===== config.mk =====
export PLATFORM = sky130hd
export DESIGN_NAME = sipo_deframer
export DESIGN_NICKNAME = d
export VERILOG_FILES = /design/src/rtl/sipo_deframer_pkg.sv /design/src/rtl/sipo_deframer_core.sv /design/src/rtl/sipo_deframer.sv
export SDC_FILE = /design/constraint.sdc
export NUM_CORES = 1
export LEC_CHECK = 0
export ABC_AREA = 1
export CORE_ASPECT_RATIO = 0.9
export CORE_UTILIZATION = 35
export CTS_BUF_LIST = sky130_fd_sc_hd__clkbuf_4 sky130_fd_sc_hd__clkbuf_8 sky130_fd_sc_hd__clkbuf_16
export DETAILED_ROUTE_END_ITERATION = 10
export DONT_BUFFER_PORTS = 1
export HOLD_SLACK_MARGIN = 0.06
export PLACE_DENSITY = 0.51
export SLEW_MARGIN = 10
export SYNTH_ARGS = -nofsm -noshare
export SYNTH_HDL_FRONTEND = slang
export SYNTH_SLANG_ARGS = --single-unit

===== constraint.sdc =====
create_clock -name clk -period 2 [get_ports clk]
set_input_delay 0.4 -clock clk [delete_from_list [all_inputs] [get_ports clk]]
set_output_delay 0.4 -clock clk [all_outputs]
set_load 0.1 [all_outputs]

===== src/rtl/sipo_deframer_pkg.sv =====
// Shared constants for the serializer/deserializer pair: default width and bit-order encoding.
package sipo_deframer_pkg;

    localparam int unsigned DEFAULT_N   = 16;
    localparam bit          MSB_FIRST_C = 1'b1;
    localparam bit          LSB_FIRST_C = 1'b0;

endpackage : sipo_deframer_pkg


===== src/rtl/sipo_deframer_core.sv =====
// Shift register and bit counter with sync realignment; flags the edge that completes a word.
module sipo_deframer_core
    import sipo_deframer_pkg::*;
#(
    parameter int unsigned N         = DEFAULT_N,
    parameter bit          MSB_FIRST = MSB_FIRST_C,
    localparam int unsigned CW       = $clog2(N)
) (
    input  logic          clk,
    input  logic          rst,
    input  logic          din,
    input  logic          din_valid,
    input  logic          sync,
    output logic [N-1:0]  word_c,
    output logic          done_c,
    output logic [CW-1:0] bit_cnt
);

    logic [N-1:0] sh;
    logic [N-1:0] sh_next;
    logic [N-1:0] sh_sync;

    // Next shift value including the incoming bit, and the value a sync restarts from.
    always_comb begin
        sh_next = sh;
        sh_sync = '0;
        if (MSB_FIRST) begin
            sh_next = {sh[N-2:0], din};
            sh_sync = {{(N-1){1'b0}}, din};
        end else begin
            sh_next = {din, sh[N-1:1]};
            sh_sync = {din, {(N-1){1'b0}}};
        end
    end

    // A word completes on the Nth qualified bit unless sync discards it.
    always_comb begin
        word_c = sh_next;
        done_c = din_valid && !sync && (bit_cnt == CW'(N - 1));
    end

    // Shift/count state; sync restarts the word, keeping a coincident bit as bit 0.
    always_ff @(posedge clk or negedge rst) begin
        if (!rst) begin
            sh      <= '0;
            bit_cnt <= '0;
        end else if (sync) begin
            sh      <= din_valid ? sh_sync : '0;
            bit_cnt <= din_valid ? CW'(1) : '0;
        end else if (din_valid) begin
            sh      <= sh_next;
            bit_cnt <= done_c ? '0 : bit_cnt + CW'(1);
        end
    end

endmodule : sipo_deframer_core


===== src/rtl/sipo_deframer.sv =====
// Serial-to-parallel deframer: core assembler plus one-entry valid/ready buffer and sticky overrun.
module sipo_deframer
    import sipo_deframer_pkg::*;
#(
    parameter int unsigned N         = DEFAULT_N,
    parameter bit          MSB_FIRST = MSB_FIRST_C,
    localparam int unsigned CW       = $clog2(N)
) (
    input  logic          clk,
    input  logic          rst,
    input  logic          din,
    input  logic          din_valid,
    input  logic          sync,
    output logic [N-1:0]  word_out,
    output logic          word_valid,
    input  logic          word_ready,
    output logic          overrun,
    input  logic          clr_overrun,
    output logic [CW-1:0] bit_cnt
);

    logic [N-1:0] word_c;
    logic         done_c;
    logic         pop_c;
    logic         load_c;
    logic         drop_c;

    sipo_deframer_core #(
        .N         (N),
        .MSB_FIRST (MSB_FIRST)
    ) u_core (
        .clk       (clk),
        .rst       (rst),
        .din       (din),
        .din_valid (din_valid),
        .sync      (sync),
        .word_c    (word_c),
        .done_c    (done_c),
        .bit_cnt   (bit_cnt)
    );

    // Buffer decisions: a completion loads if the slot is free or being drained, else drops.
    always_comb begin
        pop_c  = word_valid && word_ready;
        load_c = done_c && (!word_valid || word_ready);
        drop_c = done_c && word_valid && !word_ready;
    end

    // Output slot; word_out only moves on a load.
    always_ff @(posedge clk or negedge rst) begin
        if (!rst) begin
            word_out   <= '0;
            word_valid <= 1'b0;
        end else if (load_c) begin
            word_out   <= word_c;
            word_valid <= 1'b1;
        end else if (pop_c) begin
            word_valid <= 1'b0;
        end
    end

    // Sticky overrun; a drop on the same edge as a clear keeps it set.
    always_ff @(posedge clk or negedge rst) begin
        if (!rst) begin
            overrun <= 1'b0;
        end else if (drop_c) begin
            overrun <= 1'b1;
        end else if (clr_overrun) begin
            overrun <= 1'b0;
        end
    end

endmodule : sipo_deframer

==> metrics.csv, run 1 <==
stage;metric;value;unit
placement;PortBufs;0;
layout;share of cells above drive strength 1;23.0;%
cts;Root Buffer;clkbuf_8;
setup_path;CP arrival;1.60;ns
cts;Clock Sink Count;37;
cts;H-tree Lvls;2;
timing;Worst Clk Skew;0.00663;ns
synthesis;syn avg cell area;9.86;sq um
global_routing;first-pass GRT wire length;5.46;mm
cts;clock slew at reported path FFs;0.07;ns
setup_path;number of cells on the critical path;6;
drt;drt wl/cell;13.8;um
floorplan;die width;71.6;um
drt;Remaining DRCs;0;
global_routing;largest net degree at the start of global routing;38;
floorplan;number of top-level pins;29;
synthesis;Mapped Cells;155;
floorplan;core footprint;4130;sq um
global_routing;total gr overflow;0;
floorplan;# rows;22;
setup_path;most used cell, CP;nand2_1;
synthesis;largest family of logic cells by synthesized area;simple AND/OR/NAND/NOR gates;
floorplan;Initial Util;37.0;%
layout;final core occ;45.6;%
global_routing;vias in the first global route;1193;
timing;crit path time final;1.42;ns
drt;DRT iter0 DRCs;73;
setup_path;crit path max fanout;18;
synthesis;Net Count, Synth;163;
cts;CTS tree;built;
cts;Longest Clk Path Bufs;2;
global_routing;initial antenna violation count;0;
timing;RSZ-0062 raised after global routing;false;
layout;number of fill cells in the layout;399;
floorplan;die area;4630;sq um
floorplan;die boundary height;64.7;um
cts;total CTS buffers;5;
placement;Cells after DPL;221;
timing;setup TNS;0;ns
power;leakage dissipation;0.981;nW
setup_path;Required @ worst endpoint;2.17;ns
synthesis;fraction of registers with async set or reset after synthesis;100;%
synthesis;Synth Flop Type;dfrtp_1;
timing;Final period util;71.1;%
worst_hold_path;Worst Hold Class;input port to flip-flop;
timing;Worst-Margin Slew;0.452;ns
synthesis;top-count cell post-synth;nand2_1;
synthesis;Post-synth EDFFs;0;
drt;Vias;1144;
layout;Layout area overhead;23.3;%
cts;Post-CTS Resized;0;
synthesis;Unique masters post-synth;23;
synthesis;Yosys reg bits;37;
setup_path;Worst path top cell family by delay;simple AND/OR/NAND/NOR gates;
drt;Routed Antenna Nets;0;
setup_path;endpoint type of the worst setup path;flip-flop;
global_routing;total track usage;15.6;%
synthesis;Synth area leaders;dfrtp_1 (61%), nand2_1 (11%), nand4_1 (7.0%);
synthesis;post-synthesis mux area share;0;%
synthesis;Syn. warnings;0;
timing;final hold viol count;0;
placement;GPL Wtd Cong;0.755;
setup_path;R2R depth;6;
setup_path;CP startpoint kind;flip-flop;
synthesis;Post-Synth Simple-Gate Area;22.4;%
worst_hold_path;Worst Hold Path Cells;1;
synthesis;adder-cell area share of the yosys netlist;0.819;%
synthesis;XOR/XNOR Fraction of Synth Area;0;%
flow_run;max_cap viols;0;
synthesis;Synth Area in Compound Gates;8.35;%
drt;total wire length;3.19;mm
synthesis;Seq/Total Area, Yosys;60.6;%
power;pwr dens;820;nW/um^2
drt;Vias/cell;4.95;
timing;Final setup viols;0;
synthesis;Synth top area share;60.6;%
timing;Slew Viols, Final;0;
drt;First-pass DRT Iterations;4;
layout;# diodes;0;
layout;fin nets;190;
outcome;status;completed;
synthesis;Post-synth top cells;nand2_1 (43), dfrtp_1 (37), inv_1 (18), nand4_1 (17), o22ai_1 (13);
setup_path;crit path buf inv count;0;
setup_path;CP peak stage delay;0.37;ns
power;maximum vdd drop;0.000420;V
setup_path;Worst path slowest cell;dfrtp_2;
layout;Non-Filler Instances;231;
synthesis;Yosys top cell by area;dfrtp_1;
cts;Worst-Skew Late Latency;0.29;ns
timing;highest clock rate;0.703;GHz
setup_path;worst-path cell chain;ha_1 -> nand2_2 -> nor2_8 -> nand3_4 -> nand2_1 -> nand2_1;
timing;Worst slew margin;69.8;%
setup_path;reg-to-reg slack, setup;0.58;ns
synthesis;Synth Cell Area;1530;sq um
setup_path;critical path type;flip-flop to flip-flop;
placement;HPWL after detailed placement;2.24;mm
==> metal layers <==
layer | up-vias | share of wire [%] | global-route usage (%) | wire length (um)
met3 | 5 | 4.8 | 5.13 | 154
met5 | - | 0 | 0 | 0
li1 | 569 | - | - | -
met2 | 25 | 47 | 24.9 | 1490
met1 | 545 | 47 | 19.5 | 1500
met4 | 0 | 1.4 | 6.62 | 46
==> kinds of logic after synthesis <==
| kind of cell | Yosys count |
|---|---|
| AND/OR/NAND/NOR | 69 |
| flip-flops | 37 |
| adder cells (fa/ha/maj) | 1 |
| AO/OA/AOI/OAI | 21 |
| buffers and inverters | 27 |
==> cells in the final DEF, fill, tap and decap left out, types with 2 or more instances in the layout <==
| master | Yosys | layout |
|---|---|---|
| nand4_1 | 17 | 17 |
| nand2_1 | 43 | 43 |
| dfrtp_2 | 0 | 2 |
| dfrtp_1 | 37 | 35 |
| inv_1 | 18 | 18 |
| a21oi_1 | 3 | 3 |
| clkbuf_8 | 0 | 6 |
| o22ai_1 | 13 | 13 |
| inv_2 | 2 | 2 |
| nor2_1 | 2 | 2 |
| nand3_1 | 2 | 2 |
| o21ai_0 | 3 | 3 |
| buf_4 | 2 | 25 |
==> repair_timing <==
item,in CTS,in global routing
endpoints found under the setup margin,0,0
endpoints found under the hold margin,37,0
hold buffers,2,0
buffers inserted,0,0
==> flip-flops by register name, indices dropped and copies added, names as in the netlist <==
name / cells
word_valid: 1
u_core.sh: 15
u_core.bit_cnt: 4
word_out: 16
overrun: 1
==> final timing paths <==
check / start / end
setup / recovery: u_core.bit_cnt[0] / word_out[11]
hold / removal: clr_overrun / overrun
setup reg to reg: u_core.bit_cnt[0] / word_out[11]
hold reg to reg: word_out[2] / word_out[2]
max in group asynchronous: rst / u_core.bit_cnt[0]
min in group asynchronous: rst / u_core.sh[0]
==> metrics by stage <==
step / setup slack, ns / hold slack, ns / power [mW] / instance area [sq um]
floorplan: 0.107 / 0.104 / 0.847 / 1530
finish: 0.578 / 0.219 / 1.55 / 1880
global route: 0.401 / 0.218 / 1.61 / 1880
detailed placement: 0.587 / 0.105 / 0.867 / 1730
CTS: 0.565 / 0.209 / 1.57 / 1880
global placement: 0.619 / 0.105 / 0.864 / 1730
==> final cells by class <==
cell class	instances	area (sq um)	share of cell area, %
Sequential cell	37	928	49.3
Multi-Input combinational cell	91	483	25.6
Timing Repair Buffer	27	218	11.6
Clock buffer	7	90.1	4.78
Inverter	20	75.1	3.98
Tap cell	48	60.1	3.19
Clock inverter	1	30.0	1.59
==> report_power, final <==
part           switching, mW  internal [mW]  total [mW]  leakage (nW)
clock network          0.254          0.420       0.674        0.0619
logic                 0.0843         0.0255       0.110         0.410
registers            0.00486          0.757       0.762         0.509
(Power assumes the default switching activity.)
==> run 2: changes to the inputs <==
- PLACE_DENSITY: 0.51 -> 0.53
- clock period: 2 -> 1.19 ns (I/O delays scaled with it)
==> run 2 against run 1 <==
  * The run now ends with negative setup slack left
  * Critical path depth is the same
  * Sequential cell count is the same
  * Maximum frequency grew 17%
  * Via count grew 6.8%
==> metrics.csv, run 2 (synthesis gave the netlist of run 1 again) <==
stage;metric;value;unit;change
drt;Vias/cell;5.13;;was 4.95
global_routing;met3 usage;4.82;%;was 5.13%
floorplan;Initial Util;37.0;%;unchanged
placement;HPWL after detailed placement;2.24;mm;about the same
power;maximum vdd drop;0.000621;V;was 0.000420 V
floorplan;die boundary height;64.7;um;unchanged
global_routing;largest net degree at the start of global routing;38;;unchanged
outcome;failing checks;negative setup slack;;
floorplan;# rows;22;;unchanged
cts;Longest Clk Path Bufs;2;;unchanged
timing;Final period util;102;%;was 71.1%
cts;total CTS buffers;5;;unchanged
cts;Clock Sink Count;37;;unchanged
placement;GPL Wtd Cong;0.833;;was 0.755
layout;# diodes;0;;unchanged
floorplan;core footprint;4130;sq um;unchanged
cts;H-tree Lvls;2;;unchanged
setup_path;Worst path slowest cell;dfrtp_4;;was dfrtp_2
flow_run;max_cap viols;0;;unchanged
drt;Routed Antenna Nets;0;;unchanged
global_routing;first-pass GRT wire length;5.70;mm;was 5.46 mm
layout;share of cells above drive strength 1;28.9;%;was 23.0%
cts;CTS tree;built;;unchanged
drt;total wire length;3.43;mm;was 3.19 mm
setup_path;crit path max fanout;6;;was 18
drt;DRT iter0 DRCs;63;;was 73
layout;leading cell type in the layout, fill and taps excluded;nand2_1;;unchanged
setup_path;CP peak stage delay;0.43;ns;was 0.37 ns
setup_path;Required @ worst endpoint;1.37;ns;was 2.17 ns
global_routing;total track usage;16.4;%;was 15.6%
layout;Largest Register;word_out;;unchanged
drt;Remaining DRCs;0;;unchanged
layout;most frequent cells in the layout;nand2_1 (41), dfrtp_1 (32), inv_1 (18);;was nand2_1 (43), dfrtp_1 (35), buf_4 (25)
setup_path;endpoint type of the worst setup path;flip-flop;;unchanged
global_routing;global routing usage on met1;18.2;%;was 19.5%
layout;biggest regs;word_out (16), u_core.sh (15), u_core.bit_cnt (4);;unchanged
floorplan;number of top-level pins;29;;unchanged
drt;First-pass DRT Iterations;4;;unchanged
timing;RSZ-0062 raised after global routing;true;;was false
cts;Post-CTS Setup Repair Bufs;0;;unchanged
timing;Worst slew margin;67.3;%;was 69.8%
global_routing;initial antenna violation count;0;;unchanged
timing;Hold WS;0.0674;ns;was 0.219 ns
cts;Root Buffer;clkbuf_8;;unchanged
cts;Worst-Skew Late Latency;0.29;ns;about the same
setup_path;most used cell, CP;nand2_1;;unchanged
power;overall power;2.42;mW;was 1.55 mW
timing;final hold viol count;0;;unchanged
timing;crit path time final;1.22;ns;was 1.42 ns
timing;Worst Clk Skew;0.00947;ns;was 0.00663 ns
setup_path;CP startpoint kind;flip-flop;;unchanged
global_routing;vias in the first global route;1283;;was 1193
timing;highest clock rate;0.820;GHz;was 0.703 GHz
power;leakage dissipation;1.03;nW;was 0.981 nW
timing;Final setup viols;12;;was 0
power;pwr dens;1180;nW/um^2;was 820 nW/um^2
global_routing;GR Util met2;28.5;%;was 24.9%
outcome;status;finished with violations;;was completed
setup_path;CP arrival;1.40;ns;was 1.60 ns
global_routing;total gr overflow;0;;unchanged
drt;Vias;1222;;was 1144
setup_path;worst-path cell chain;ha_4 -> nand2_4 -> nor2_8 -> nand3_2 -> nand2_1 -> nand2_1;;was ha_1 -> nand2_2 -> nor2_8 -> nand3_4 -> nand2_1 -> nand2_1
layout;number of fill cells in the layout;381;;was 399
setup_path;reg-to-reg slack, setup;-0.03;ns;was 0.58 ns
timing;Worst-Margin Slew;0.490;ns;was 0.452 ns
timing;setup TNS;-0.190;ns;was 0 ns
global_routing;GRT Max-Usage Layer;met2;;unchanged
layout;fin nets;197;;was 190
timing;Final WS setup;-0.0288;ns;was 0.578 ns
drt;drt wl/cell;14.4;um;was 13.8 um
floorplan;die width;71.6;um;unchanged
placement;PortBufs;0;;unchanged
placement;pre-CTS setup slack;-0.0757;ns;was 0.587 ns
floorplan;die area;4630;sq um;unchanged
layout;max FFs per register;16;;unchanged
cts;clock slew at reported path FFs;0.07;ns;about the same
layout;final core occ;49.9;%;was 45.6%
worst_hold_path;Worst Hold Class;input port to flip-flop;;unchanged
layout;Layout area overhead;34.9;%;was 23.3%
setup_path;critical path type;flip-flop to flip-flop;;unchanged
timing;Slew Viols, Final;0;;unchanged
[run 2: changes by cell type in the layout (fill, tap and decap cells not counted), sizes merged]
cell | before | now
bufinv | 1 | 0
clkinvlp | 0 | 1
dlygate4sd3 | 1 | 2
nand3 | 3 | 5
buf | 26 | 30
[run 2: final timing paths]
check | start | cells after the start | to
min in group asynchronous | rst | 2 | word_out[2]
worst min-delay path | din_valid | 2 | u_core.sh[0]
worst max register to register | u_core.bit_cnt[1] | 6 | word_out[11]
worst max-delay path | u_core.bit_cnt[1] | 6 | word_out[11]
worst min register to register | u_core.sh[14] | 2 | u_core.sh[14]
max in group asynchronous | rst | 2 | u_core.bit_cnt[1]
[run 2: what timing repair did]
item                                   4_1_cts  5_1_grt
gates resized for setup                      7        8
hold buffers                                 3        0
setup endpoints to repair                   20       25
cloned                                       1        1
pin swaps                                    0        3
endpoints found under the hold margin       38        0
[run 2: layer usage]
layer / wire length [um] / vias to the layer above / part of all wire [%]
li1: - / 587 / -
met1: 1470 / 587 / 43
met2: 1710 / 38 / 50
met3: 158 / 10 / 4.6
met4: 82 / 0 / 2.4
met5: 0 / - / 0
[run 2: stage by stage]
stage	cell area, sq um	cells
finish	2060	238
global route	2060	238
CTS	2020	237
detailed placement	1840	225
global placement	1840	225
floorplan	1560	155
[run 2: area by class of cell]
type	count	area (sq um)	area share, %
Multi-Input combinational cell	93	542	26.3
Inverter	20	75.1	3.64
Timing Repair Buffer	32	347	16.8
Tap cell	48	60.1	2.91
Clock buffer	7	90.1	4.37
Clock inverter	1	7.51	0.364
Sequential cell	37	940	45.6
[run 2: critical path, delay by kind of cell, from the launching register on]
| kind | cells | cell delay, ns |
|---|---|---|
| simple gates | 5 | 0.53 |
| flops | 1 | 0.43 |
| fa+ha+maj | 1 | 0.15 |
[run 2: report_power, final]
group          total (mW)  internal [mW]  switching [mW]
registers            1.29           1.28          0.0126
logic               0.208         0.0597           0.149
clock network       0.926          0.493           0.433
total                2.42           1.83           0.594
==> run 3: changes to the inputs <==
- MAX_ROUTING_LAYER: not set -> met4
==> run 3 against run 2 <==
  * Final cell count unchanged
  * The flow still finishes with violations (negative setup slack)
  * Sequential share of layout area unchanged
  * Highest routed layer unchanged
  * Largest cell class unchanged
  * Die area unchanged
==> metrics.csv, run 3 (synthesis gave the netlist of run 1 again) <==
stage;metric;value;unit;change
layout;Largest Register;word_out;;unchanged
outcome;failing checks;negative setup slack;;unchanged
global_routing;vias in the first global route;1283;;unchanged
layout;biggest regs;word_out (16), u_core.sh (15), u_core.bit_cnt (4);;unchanged
floorplan;die boundary height;64.7;um;unchanged
timing;RSZ-0062 raised after global routing;true;;unchanged
global_routing;largest net degree at the start of global routing;38;;unchanged
setup_path;most used cell, CP;nand2_1;;unchanged
floorplan;die area;4630;sq um;unchanged
cts;Root Buffer;clkbuf_8;;unchanged
timing;highest clock rate;0.816;GHz;was 0.820 GHz
placement;GPL Wtd Cong;0.846;;was 0.833
placement;PortBufs;0;;unchanged
setup_path;crit path buf inv count;0;;unchanged
cts;CTS tree;built;;unchanged
drt;drt wl/cell;14.4;um;about the same
setup_path;worst r2r src;u_core.bit_cnt[1];;unchanged
drt;First-pass DRT Iterations;4;;unchanged
timing;Worst slew margin;68.3;%;was 67.3%
cts;Longest Clk Path Bufs;2;;unchanged
flow_run;max_cap viols;0;;unchanged
cts;total CTS buffers;5;;unchanged
drt;Remaining DRCs;0;;unchanged
setup_path;critical path type;flip-flop to flip-flop;;unchanged
setup_path;Worst path top cell family by delay;simple AND/OR/NAND/NOR gates;;unchanged
layout;number of fill cells in the layout;381;;unchanged
drt;Routed Antenna Nets;0;;unchanged
timing;Worst-Margin Slew;0.475;ns;was 0.490 ns
layout;share of cells above drive strength 1;28.9;%;unchanged
timing;Final WS setup;-0.0362;ns;was -0.0288 ns
power;maximum vdd drop;0.000620;V;was 0.000621 V
cts;Worst-Skew Late Latency;0.29;ns;about the same
layout;final core occ;49.9;%;unchanged
worst_hold_path;Worst Hold Class;input port to flip-flop;;unchanged
cts;Post-CTS Setup Repair Bufs;0;;unchanged
floorplan;die width;71.6;um;unchanged
floorplan;core footprint;4130;sq um;unchanged
layout;Layout area overhead;34.9;%;unchanged
setup_path;worst-path cell chain;ha_4 -> nand2_4 -> nor2_8 -> nand3_2 -> nand2_1 -> nand2_1;;unchanged
outcome;status;finished with violations;;unchanged
timing;crit path time final;1.23;ns;was 1.22 ns
placement;pre-CTS setup slack;-0.0757;ns;unchanged
layout;fin nets;197;;unchanged
timing;Worst Clk Skew;0.00986;ns;was 0.00947 ns
setup_path;CP startpoint kind;flip-flop;;unchanged
drt;total wire length;3.43;mm;about the same
timing;Slew Viols, Final;0;;unchanged
setup_path;Critical path origin;u_core.bit_cnt[1];;unchanged
setup_path;crit path max fanout;6;;unchanged
timing;Final setup viols;12;;unchanged
layout;# diodes;0;;unchanged
global_routing;initial antenna violation count;0;;unchanged
cts;Clock Sink Count;37;;unchanged
setup_path;CP peak stage delay;0.43;ns;about the same
layout;max FFs per register;16;;unchanged
global_routing;total track usage;16.9;%;was 16.4%
floorplan;Initial Util;37.0;%;unchanged
setup_path;endpoint type of the worst setup path;flip-flop;;unchanged
drt;Vias/cell;5.11;;was 5.13
placement;HPWL after detailed placement;2.24;mm;unchanged
drt;Vias;1215;;was 1222
drt;DRT iter0 DRCs;94;;was 63
layout;most frequent cells in the layout;nand2_1 (41), dfrtp_1 (32), inv_1 (18);;unchanged
floorplan;# rows;22;;unchanged
floorplan;number of top-level pins;29;;unchanged
global_routing;first-pass GRT wire length;5.70;mm;unchanged
worst_hold_path;hold path start;din_valid;;unchanged
power;leakage dissipation;1.03;nW;unchanged
cts;H-tree Lvls;2;;unchanged
cts;clock slew at reported path FFs;0.07;ns;about the same
timing;Final period util;103;%;was 102%
setup_path;Required @ worst endpoint;1.37;ns;about the same
setup_path;Worst path slowest cell;dfrtp_4;;unchanged
power;pwr dens;1180;nW/um^2;about the same
timing;final hold viol count;0;;unchanged
setup_path;CP arrival;1.41;ns;was 1.40 ns
layout;leading cell type in the layout, fill and taps excluded;nand2_1;;unchanged
global_routing;total gr overflow;0;;unchanged
[run 3: cell counts in the layout (fill, tap and decap cells not counted)]
Identical to the previous run, type by type.
[run 3: final cells by class]
cell class                 instances  area [sq um]  share of cell area (%)
sequential                        37           940                    45.6
multi-input combinational         93           542                    26.3
timing repair buffer              32           347                    16.8
clock buffer                       7          90.1                    4.37
inverter                          20          75.1                    3.64
tap                               48          60.1                    2.91
clock inverter                     1          7.51                   0.364
[run 3: worst register-to-register path, cell delays in order, from the launching register on]
cell and delay (ns):
dfrtp_4 0.43, ha_4 0.15, nand2_4 0.06, nor2_8 0.16, nand3_2 0.16, nand2_1 0.11, nand2_1 0.06
[run 3: timing repair]
action                     4_1_cts  5_1_grt
hold buffers                     3        0
pin swaps                        0        3
gates resized for setup          7        8
setup endpoints to repair       20       25
gates cloned                     1        1
hold endpoints to repair        38        0
[run 3: layer usage]
metal | routed length (um) | GRT usage [%] | up-vias
met5 | 0 | - | -
met4 | 99 | 8.58 | 0
met3 | 148 | 4.82 | 12
met2 | 1720 | 28.5 | 32
met1 | 1460 | 18.2 | 585
li1 | - | - | 586
[run 3: worst paths after layout]
kind | end | slack (ns) | cells past startpoint
setup / recovery | word_out[11] | -0.04 | 6
hold / removal | u_core.sh[0] | 0.07 | 2
setup reg to reg | word_out[11] | -0.04 | 6
hold reg to reg | u_core.sh[14] | 0.49 | 2
max in group asynchronous | u_core.bit_cnt[0] | 0.58 | 2
min in group asynchronous | word_out[2] | 0.40 | 2
[run 3: report_power, final]
part	switching (mW)	internal (mW)	leakage, nW
Combinational	0.148	0.0597	0.477
Clock	0.435	0.493	0.0479
Sequential	0.0125	1.28	0.504
Total	0.595	1.83	1.03
[run 3: stage by stage]
step                hold WS [ns]  area, sq um  TNS [ns]  instances  total power, mW
floorplan                -0.0576         1560     -5.46        155             1.44
global placement         -0.0563         1840    -0.363        225             1.47
detailed placement       -0.0566         1840    -0.800        225             1.47
CTS                       0.0708         2020    -0.439        237             2.45
global route              0.0716         2060     -1.44        238             2.54
finish                    0.0691         2060    -0.211        238             2.42
